[config.mk]
export PLATFORM = sky130hd
export DESIGN_NAME = ppm_freq_loop_filter
export DESIGN_NICKNAME = d
export VERILOG_FILES = /design/src/rtl/ppm_freq_loop_filter_pkg.sv /design/src/rtl/ppm_freq_loop_filter_dac_step.sv /design/src/rtl/ppm_freq_loop_filter.sv
export SDC_FILE = /design/constraint.sdc
export NUM_CORES = 1
export LEC_CHECK = 0
export ABC_AREA = 1
export BUFFER_PORTS_ARGS = -buffer_cell sky130_fd_sc_hd__buf_2
export CORE_MARGIN = 8
export CORE_UTILIZATION = 55
export DETAILED_ROUTE_END_ITERATION = 16
export PLACE_DENSITY_LB_ADDON = 0.25
export RECOVER_POWER = 50
export SLEW_MARGIN = 20
export SYNTH_ARGS = -nofsm -noshare
export SYNTH_HDL_FRONTEND = slang
export SYNTH_SLANG_ARGS = --single-unit
[constraint.sdc]
create_clock -name clk -period 5.47 [get_ports clk]
set_clock_uncertainty 0.15 [all_clocks]
set_input_delay 0.547 -clock clk [delete_from_list [all_inputs] [get_ports clk]]
set_output_delay 0.547 -clock clk [all_outputs]
set_load 0.01 [all_outputs]
[src/rtl/ppm_freq_loop_filter_pkg.sv]
// Shared definitions for the PPM frequency loop filter: chip constants, width helpers, FSM encoding.
// Optional watchdog in the top is enabled with PPM_FLF_TIMEOUT_EN.
`ifndef PPM_FLF_DEFS_SVH
`define PPM_FLF_DEFS_SVH
`define ceilLog2(x) ($clog2(x))
`define PPM_MEAS_W(chips) (`ceilLog2(chips) + 1)
`endif

package ppm_freq_loop_filter_pkg;

    localparam int PPM_SYMBOL_CHIPS = 16;
    localparam int PPM_CHIP_STATES  = 2;

    function automatic int ceil_log2(input int x);
        return $clog2(x);
    endfunction

    // Interpulse count width: one extra bit above the symbol length so all-ones marks saturation.
    function automatic int meas_width(input int chips);
        return ceil_log2(chips) + 1;
    endfunction

    typedef enum logic [1:0] {
        ST_IDLE    = 2'd0,
        ST_ACQUIRE = 2'd1,
        ST_SETTLE  = 2'd2,
        ST_LOCKED  = 2'd3
    } flf_state_t;

endpackage

[src/rtl/ppm_freq_loop_filter_dac_step.sv]
// Combinational trim step: signed error -> shifted step (never zero) -> next DAC code clamped to range.
module ppm_flf_dac_step #(
    parameter int ERR_W      = 6,
    parameter int DAC_BITS   = 6,
    parameter int GAIN_SHIFT = 1
) (
    input  logic signed [ERR_W-1:0]    error,
    input  logic        [DAC_BITS-1:0] code,
    output logic        [DAC_BITS-1:0] code_next,
    output logic                       sat
);

    localparam int SUM_W = ((ERR_W > DAC_BITS) ? ERR_W : DAC_BITS) + 2;
    localparam logic signed [SUM_W-1:0] CODE_MAX = SUM_W'((1 << DAC_BITS) - 1);

    // A small error must still move the code, so a zero shift result becomes +/-1.
    function automatic logic signed [SUM_W-1:0] dac_step(input logic signed [ERR_W-1:0] e);
        logic signed [ERR_W-1:0] s;
        s = e >>> GAIN_SHIFT;
        if (s == '0) begin
            s = e[ERR_W-1] ? '1 : ERR_W'(1);
        end
        return {{(SUM_W-ERR_W){s[ERR_W-1]}}, s};
    endfunction

    function automatic logic [DAC_BITS:0] clamp_code(input logic signed [SUM_W-1:0] v);
        if (v < 0) begin
            return {1'b1, {DAC_BITS{1'b0}}};
        end else if (v > CODE_MAX) begin
            return {1'b1, {DAC_BITS{1'b1}}};
        end else begin
            return {1'b0, v[DAC_BITS-1:0]};
        end
    endfunction

    logic signed [SUM_W-1:0] code_ext;
    logic signed [SUM_W-1:0] sum;

    assign code_ext         = {{(SUM_W-DAC_BITS){1'b0}}, code};
    assign sum              = code_ext - dac_step(error);
    assign {sat, code_next} = clamp_code(sum);

endmodule

[src/rtl/ppm_freq_loop_filter.sv]
// PPM frequency loop filter: steps an oscillator trim DAC from preamble interpulse errors until lock.
// Define PPM_FLF_TIMEOUT_EN to add the acquire watchdog that re-centres the DAC and flags timeout.
module ppm_freq_loop_filter
    import ppm_freq_loop_filter_pkg::*;
#(
    parameter int SYMBOL_CHIPS   = 16,
    parameter int DAC_BITS       = 6,
    parameter int TOLERANCE      = 1,
    parameter int LOCK_COUNT     = 4,
    parameter int SETTLE_CYCLES  = 4,
    parameter int GAIN_SHIFT     = 1,
    parameter int TIMEOUT_CYCLES = 1024
) (
    input  logic                                   clk,
    input  logic                                   reset,
    input  logic                                   enable,
    input  logic                                   meas_valid,
    input  logic [meas_width(SYMBOL_CHIPS)-1:0]    interpulse_cycles,
    input  logic [1:0]                             intrasymbol_pulses,
    input  logic [meas_width(SYMBOL_CHIPS)-1:0]    expected_cycles,
    output logic [DAC_BITS-1:0]                    dac_code,
    output logic                                   dac_update,
    output logic                                   dac_sat,
    output logic                                   freq_ok,
    output logic                                   timeout,
    output logic [1:0]                             FLF_state_SC,
    output logic [ceil_log2(LOCK_COUNT):0]         FLF_in_tol_count_SC,
    output logic signed [meas_width(SYMBOL_CHIPS):0] FLF_error_SC
);

    localparam int W     = meas_width(SYMBOL_CHIPS);
    localparam int CNT_W = ceil_log2(LOCK_COUNT) + 1;
    localparam int SET_W = ceil_log2(SETTLE_CYCLES) + 1;

    localparam logic [DAC_BITS-1:0] DAC_MID     = {1'b1, {(DAC_BITS-1){1'b0}}};
    localparam logic [W:0]          TOL         = (W+1)'(TOLERANCE);
    localparam logic [CNT_W-1:0]    LOCK_LAST   = CNT_W'(LOCK_COUNT - 1);
    localparam logic [SET_W-1:0]    SETTLE_LAST = SET_W'(SETTLE_CYCLES - 1);

    if (LOCK_COUNT < 1 || SETTLE_CYCLES < 1 || TIMEOUT_CYCLES < 1) begin : g_bad_param
        $error("ppm_freq_loop_filter: LOCK_COUNT, SETTLE_CYCLES and TIMEOUT_CYCLES must be >= 1");
    end

    flf_state_t              state, state_next;
    logic [DAC_BITS-1:0]     dac_q, dac_next;
    logic                    update_q, update_next;
    logic                    sat_q, sat_next;
    logic                    freq_ok_q, freq_ok_next;
    logic [CNT_W-1:0]        cnt_q, cnt_next;
    logic signed [W:0]       err_q, err_next;
    logic [SET_W-1:0]        settle_q, settle_next;

    logic signed [W:0]       meas_err;
    logic [W:0]              err_mag;
    logic                    meas_bad;
    logic                    in_tol;
    logic [DAC_BITS-1:0]     step_code;
    logic                    step_sat;

    assign meas_err = $signed({1'b0, interpulse_cycles}) - $signed({1'b0, expected_cycles});
    assign err_mag  = meas_err[W] ? -meas_err : meas_err;
    assign in_tol   = (err_mag <= TOL);
    assign meas_bad = (&interpulse_cycles) || (intrasymbol_pulses == 2'b11);

    ppm_flf_dac_step #(
        .ERR_W      (W + 1),
        .DAC_BITS   (DAC_BITS),
        .GAIN_SHIFT (GAIN_SHIFT)
    ) u_dac_step (
        .error     (meas_err),
        .code      (dac_q),
        .code_next (step_code),
        .sat       (step_sat)
    );

`ifdef PPM_FLF_TIMEOUT_EN
    localparam int WD_W = ceil_log2(TIMEOUT_CYCLES) + 1;
    localparam logic [WD_W-1:0] WD_LAST = WD_W'(TIMEOUT_CYCLES - 1);
    logic [WD_W-1:0] wd_q, wd_next;
    logic            timeout_q, timeout_next;
`endif

    always_comb begin
        state_next   = state;
        dac_next     = dac_q;
        update_next  = 1'b0;
        sat_next     = sat_q;
        freq_ok_next = freq_ok_q;
        cnt_next     = cnt_q;
        err_next     = err_q;
        settle_next  = settle_q;
`ifdef PPM_FLF_TIMEOUT_EN
        wd_next      = wd_q;
        timeout_next = timeout_q;
`endif
        if (!enable) begin
            state_next   = ST_IDLE;
            freq_ok_next = 1'b0;
            cnt_next     = '0;
            settle_next  = '0;
`ifdef PPM_FLF_TIMEOUT_EN
            wd_next      = '0;
            timeout_next = 1'b0;
`endif
        end else begin
            unique case (state)
                ST_IDLE: state_next = ST_ACQUIRE;
                ST_ACQUIRE: begin
                    if (meas_valid && !meas_bad) begin
                        err_next = meas_err;
                        if (in_tol) begin
                            cnt_next = cnt_q + CNT_W'(1);
                            if (cnt_q == LOCK_LAST) begin
                                state_next   = ST_LOCKED;
                                freq_ok_next = 1'b1;
                            end
                        end else begin
                            cnt_next    = '0;
                            dac_next    = step_code;
                            sat_next    = step_sat;
                            update_next = 1'b1;
                            settle_next = '0;
                            state_next  = ST_SETTLE;
                        end
                    end
                end
                ST_SETTLE: begin
                    if (settle_q == SETTLE_LAST) begin
                        settle_next = '0;
                        state_next  = ST_ACQUIRE;
                    end else begin
                        settle_next = settle_q + SET_W'(1);
                    end
                end
                ST_LOCKED: freq_ok_next = 1'b1;
                default: state_next = ST_IDLE;
            endcase
`ifdef PPM_FLF_TIMEOUT_EN
            // Watchdog runs only while hunting; expiry re-centres the DAC and restarts settling.
            if (state == ST_ACQUIRE || state == ST_SETTLE) begin
                if (wd_q == WD_LAST) begin
                    wd_next      = '0;
                    dac_next     = DAC_MID;
                    update_next  = 1'b1;
                    cnt_next     = '0;
                    settle_next  = '0;
                    freq_ok_next = 1'b0;
                    state_next   = ST_SETTLE;
                    timeout_next = 1'b1;
                end else begin
                    wd_next = wd_q + WD_W'(1);
                end
            end else begin
                wd_next = '0;
            end
`endif
        end
    end

    always_ff @(posedge clk) begin
        if (reset) begin
            state     <= ST_IDLE;
            dac_q     <= DAC_MID;
            update_q  <= 1'b0;
            sat_q     <= 1'b0;
            freq_ok_q <= 1'b0;
            cnt_q     <= '0;
            err_q     <= '0;
            settle_q  <= '0;
`ifdef PPM_FLF_TIMEOUT_EN
            wd_q      <= '0;
            timeout_q <= 1'b0;
`endif
        end else begin
            state     <= state_next;
            dac_q     <= dac_next;
            update_q  <= update_next;
            sat_q     <= sat_next;
            freq_ok_q <= freq_ok_next;
            cnt_q     <= cnt_next;
            err_q     <= err_next;
            settle_q  <= settle_next;
`ifdef PPM_FLF_TIMEOUT_EN
            wd_q      <= wd_next;
            timeout_q <= timeout_next;
`endif
        end
    end

`ifdef PPM_FLF_TIMEOUT_EN
    assign timeout = timeout_q;
`else
    assign timeout = 1'b0;
`endif

    assign dac_code            = dac_q;
    assign dac_update          = update_q;
    assign dac_sat             = sat_q;
    assign freq_ok             = freq_ok_q;
    assign FLF_state_SC        = state;
    assign FLF_in_tol_count_SC = cnt_q;
    assign FLF_error_SC        = err_q;

endmodule
==> After elaboration in Yosys (flattened, before gate mapping) <==
Index checks and enable logic that the tools add are counted.
{ "op_classes": {"add_sub_neg": 5, "mul": 0, "n_div": 0, "n_lt_le_gt_ge": 3, "eq_ne": 12, "shift": 0, "n_mux": 20, "n_bitwise": 4, "reduce_logical": 17} }
{ "ops": {"columns": ["cell", "count"], "rows": [
  ["2-to-1 mux 6 bit", 3],
  ["2-to-1 mux 7 bit", 2],
  ["2-to-1 mux 3 bit", 4],
  ["AND reduction 4 bit", 3],
  ["inequality test 2 bit, second input constant", 5],
  ["greater-than comparator 8 x 7 -> 1 bit, second input constant", 1],
  ["< comparator 8 x 1 -> 1 bit, second input constant", 1],
  ["2-to-1 mux 2 bit", 4],
  ["subtractor 7 x 6 -> 8 bit", 1],
  ["adder 3 x 1 -> 3 bit, second input constant", 2],
  ["== test 2 bit, second input constant", 3],
  ["== test 3 x 2 -> 1 bit, second input constant", 2],
  ["less-or-equal comparator 6 x 1 -> 1 bit, second input constant", 1],
  ["logical NOT 6 bit", 1],
  ["negation 6 bit", 1],
  ["one-hot mux 2 bit (3 select lines)", 1],
  ["one-hot mux 3 bit (2 select lines)", 1],
  ["AND reduction 3 bit", 2],
  ["subtractor 5 x 5 -> 6 bit", 1],
  ["AND reduction 5 bit", 1],
  ["2-to-1 mux 1 bit", 4],
  ["NOT 1 bit", 4],
  ["nonzero test 2 bit", 2],
  ["OR reduction 4 bit", 1],
  ["other kinds (10)", 10]
]} }
{ "word_totals": {"regBits": 23, "latchBits": 0, "ramBits": 0, "mem_bits_ro": 0, "in_bits": 16, "output_inout_bits": 21, "n_memories": 0} }

==> Logic depth before layout (Yosys ltp) <==
{ "logic_depth": {"depth_word": 7, "depth_mapped": 23, "ltp_nobuf": 23} }

==> Modules after synthesis <==
Synthesis repeated with hierarchy kept, for this count alone.
{ "unflattened": {"cells_unflattened": 273, "hier_area_um2": 1925.6} }
{ "by_module_without_submodules": {"columns": ["module", "instances", "cells_each", "area_each_um2", "seq_area_each_um2"], "rows": [
  ["ppm_freq_loop_filter", 1, 188, 1408.9, 460.4],
  ["ppm_flf_dac_step", 1, 85, 516.7, 0.0]
]} }

==> Worst setup path after synthesis <==
Ideal clock, no wire load.
{ "synth_timing": {"kind": "input port to flip-flop", "from": "in interpulse_cycles[0]", "to": "reg dac_q[0] (netlist: dac_code[0])", "setup_ps": 136, "arrival_time_ps": 3524, "t_required_ps": 5184, "setup_slack_ps": 1659, "stages": 21, "path_buffers": 0, "path_cell_list": "inv_1 > ha_1 > fa_1 > inv_1 > nor2_1 > nand3_1 > nor2_1 > nand2_1 > nand2_1 > ha_1 > inv_1 > fa_1 > a21oi_1 > nor2_1 > nor2_1 > nor2_1 > nor2_1 > xor2_1 > nand2_1 > nand2_2 > a21oi_2"} }
{ "synth_between": {"elab_chain_len": 7} }
{ "synth_rtl": {"columns": ["element", "line", "source"], "rows": [
  ["start: declaration", "ppm_freq_loop_filter.sv:18", "input logic [meas_width(SYMBOL_CHIPS)-1:0] interpulse_cycles,"],
  ["subtractor 5 x 5 -> 6 bit", "ppm_freq_loop_filter.sv:60", "assign meas_err = $signed({1'b0, interpulse_cycles}) - $signed({1'b0, expected_cycles});"],
  ["logical NOT 6 bit or 2-to-1 mux 6 bit (tied branches)", "ppm_freq_loop_filter_dac_step.sv:20, ppm_freq_loop_filter_dac_step.sv:21", null],
  ["2-to-1 mux 6 bit", "ppm_freq_loop_filter_dac_step.sv:20", "if (s == '0) begin"],
  ["subtractor 7 x 6 -> 8 bit", "ppm_freq_loop_filter_dac_step.sv:40", "assign sum = code_ext - dac_step(error);"],
  ["greater-than comparator 8 x 7 -> 1 bit", "ppm_freq_loop_filter_dac_step.sv:29", "end else if (v > CODE_MAX) begin"],
  ["2-to-1 mux 7 bit", "ppm_freq_loop_filter_dac_step.sv:29", null],
  ["2-to-1 mux 7 bit", "ppm_freq_loop_filter_dac_step.sv:27", "if (v < 0) begin"],
  ["end signal: assignment", "ppm_freq_loop_filter.sv:176", "dac_q <= dac_next;"],
  ["end: declaration", "ppm_freq_loop_filter.sv:45", "logic [DAC_BITS-1:0] dac_q, dac_next;"]
]} }
Parallel ways exist; a longest one is shown, timed or not.
A chain may end at the register's enable or synchronous reset.

==> Final worst setup path <==
Ends and elaborated chain as after synthesis.

==> impl_results.md <==
- Post-Syn Nets: a little over 300
- Cell area after synthesis: about 1800 um^2
- Post-synthesis xor/xnor area fraction: under 10%
- Setup-failing EPs final: 0
- CTS H-tree depth: 1
- P_int: about 0.26 mW
- Nets@finish: 342
- Clock root cell: clkbuf_4
- Height of the chip: 74.0 um
- Fraction of registers with async set/reset: 0%
- Synth Area in Compound Gates: 11.9%
- Port Buffers: 35
- Pwr dens: around 210 nW/um^2
- CTS tree: yes
- Setup TNS: 0 ps
- Syn. warnings: 0
- Via count: around 1.8k
- Clk_lat worst skew: roughly 320 ps
- Post-synth EDFFs: 0
- Max Cap Viol: 0
- Final Non-Filler Cells: 352
- Cell breakdown of the critical path: buf_2 -> inv_1 -> ha_1 -> fa_1 -> inv_1 -> nor2_1 -> nand3_1 -> nor2_1 -> nand2_1 -> nand2_1 -> ha_1 -> inv_1 -> fa_1 -> a21oi_1 -> nor2_1 -> nor2_1 -> nor2_1 -> nor2_1 -> xor2_1 -> nand2_1 -> nand2_2 -> a21oi_2
- Top cells by area, synth: dfxtp_1 25%, nand2_1 15%, ha_1 12%
- Row Count: 21
- Simple-Gate Fraction of Synth Area: between 30% and 40%
- Initial core utilization: around 56%
- I/O pin cnt: 37
- Clock tree sinks: 23
- Post-synth top area cell: dfxtp_1
- Die area: 5470 um^2
- Post-route DRC: 0
- CTS Buf Count: 3
- CP Class: input port to flip-flop
- Leakage power: 1.00 nW
- Grt total ovfl: 0
- Post-synth top cells: 75 x nand2_1, 40 x inv_1, 23 x dfxtp_1, 20 x nor2_1, 19 x a21oi_1
- Max IR drop VDD: a little under 80 uV
- Crit Path Max Fanout: 7
- Post-CTS Hold Buffers: 0
- NetSw: 0.169 mW
- P&R area growth vs syn: 11.1%
- Seq cells post-synth: 23
- Hold Vio Cnt, Final: 0
- Post-synthesis mux area share: 0.542%
- Top-count cell post-synth: nand2_1
- Placed Cells: 348
- Largest net degree at the start of global routing: 14
- Post-CTS setup buffer count: 0
- Initial drt markers: between 100 and 150
- CTS clk-pin slew, worst paths: ~130 ps
- Share of cells above drive strength 1: 16.3%
- GPL Wtd Cong: ~0.83
- CP dominant cell by count: nor2_1
- Initial antenna violation count: 0
- Fin Hold WS: 315 ps
- Final worst-path cycle share: around 72%
- ANT cells: 0
- Crit path launch type: input port
- Worst Setup End Kind: flip-flop
- WL per Instance: around 11 um
- Tmin final: approximately 4000 ps
- Avg Cell Area, Syn: 6.82 um^2
- Critical Path AT: around 4000 ps
- RSZ-0062 raised after global routing: no
- Gate power share: between 40% and 50%
- Ys flop type: dfxtp_1
- Netlist cell types: 32
- Sequential Power Share: 40.6%
- Die Width: roughly 74 um
- Post-CTS Resized: 0
- First-pass GRT wire length: approximately 7 mm
- Via density: around 5
- Total iterations of the first detailed-routing run: 4
- Worst slew pin tran: between 700 and 800 ps
- DRT antenna net count: 0
- Min-Delay Path Class: flip-flop to flip-flop
- Tot GR Track Use: about 16%
- CP max-delay cell: fa_1
- Post-detail-place hpwl: roughly 3.3 mm
- Number of cells produced by synthesis: roughly 270
- Clock share of power: between 10% and 20%
- Max-slew headroom: between 40% and 50%
- Register area share after synthesis: about 25%
- Core area: 3280 um^2
- Net Sw Frac: about two fifths
- Post-synth top area share: roughly a quarter
- Clk buf depth: 2
- Critical path required time: ~5500 ps
- Max stage delay on crit path: between 600 and 700 ps
- Vias in the first global route: between 1.5k and 2k
- Total wire length: between 3 and 4 mm
- Slew Limit Fails: 0
- Status: complete, no violations
- Synth Area in Adders: roughly 14%
- Largest family of logic cells by synthesized area: simple AND/OR/NAND/NOR gates
- Max frequency: ~250 MHz
flip-flops by register name, indices dropped and copies added (netlist names):
name	flops
FLF_in_tol_count_SC	3
dac_update	1
dac_code	6
FLF_error_SC	6
FLF_state_SC	2
freq_ok	1
settle_q	3
dac_sat	1
stage by stage:
step                setup slack, ps  power [mW]  utilization [%]  cell area [um^2]
floorplan                      1660       0.316                -              1850
CTS                            1530       0.433             63.4              2080
global route                   1120       0.465             62.5              2050
detailed placement             1170       0.351             62.5              2050
finish                         1510       0.428             62.5              2050
global placement               1280       0.348             62.5              2050
path summary, 6_finish.rpt:
path | startpoint | endpoint | slack (ps) | cells past startpoint
worst max register to register | dac_code[0]$_SDFFE_PP0P_ | dac_code[0]$_SDFFE_PP0P_ | 2920 | 13
worst min register to register | freq_ok$_SDFFE_PP0P_ | freq_ok$_SDFFE_PP0P_ | 320 | 2
worst max-delay path | interpulse_cycles[0] | dac_code[0]$_SDFFE_PP0P_ | 1510 | 22
worst min-delay path | freq_ok$_SDFFE_PP0P_ | freq_ok$_SDFFE_PP0P_ | 320 | 2
cell usage in the layout (no fill, tap or decap), drive strengths merged, types with 2 or more instances in the layout:
cell / Yosys / layout
fa: 2 / 2
o21ai: 8 / 8
inv: 41 / 41
a21oi: 27 / 27
or2: 2 / 2
nor3: 2 / 2
buf: 3 / 15
nand3: 20 / 20
dfxtp: 23 / 23
nand2: 87 / 87
xor2: 3 / 3
nor2: 26 / 26
ha: 17 / 17
xnor2: 3 / 3
clkbuf: 1 / 23
nand4: 3 / 3
critical path, delay by kind of cell:
family	cells	cell delay, ps
compound gates	2	280
xor+xnor	1	470
fa+ha+maj	4	1400
buf+inv	4	250
simple gates	11	1060
power groups by stage:
stage | Clock, mW | Sequential (mW) | Combinational (mW)
after global placement | 0 | 0.177 | 0.171
after global routing | 0.0930 | 0.174 | 0.197
after detailed placement | 0 | 0.177 | 0.173
after floorplan | 0 | 0.179 | 0.137
after CTS | 0.0843 | 0.174 | 0.175
final | 0.0816 | 0.174 | 0.173
cell type report:
class                      instances  area (um^2)
tap                               46         57.6
sequential                        23          460
multi-input combinational        203         1200
clock inverter                     1         5.00
fill                             342         1230
timing repair buffer              35          150
inverter                          41          154
clock buffer                       3         22.5
layer usage:
| metal | share of wire (%) | GRT usage (%) | up-vias | wire length, um |
|---|---|---|---|---|
| met3 | 5.2 | 2.02 | 7 | 206 |
| met2 | 43 | 25.9 | 48 | 1730 |
| met1 | 50 | 21.1 | 769 | 1980 |
| met5 | 0 | 0 | - | 0 |
| met4 | 1.8 | 6.21 | 0 | 70 |
| li1 | - | - | 929 | - |
kinds of logic after synthesis:
| family | Yosys count |
|---|---|
| XOR/XNOR | 6 |
| adder cells (fa/ha/maj) | 19 |
| AND/OR/NAND/NOR | 140 |
| AO/OA/AOI/OAI | 36 |
| other | 1 |
| multiplexers | 1 |
| flip-flops | 23 |
| buffers and inverters | 45 |
Note: power is estimated with default switching activity, not from simulation.
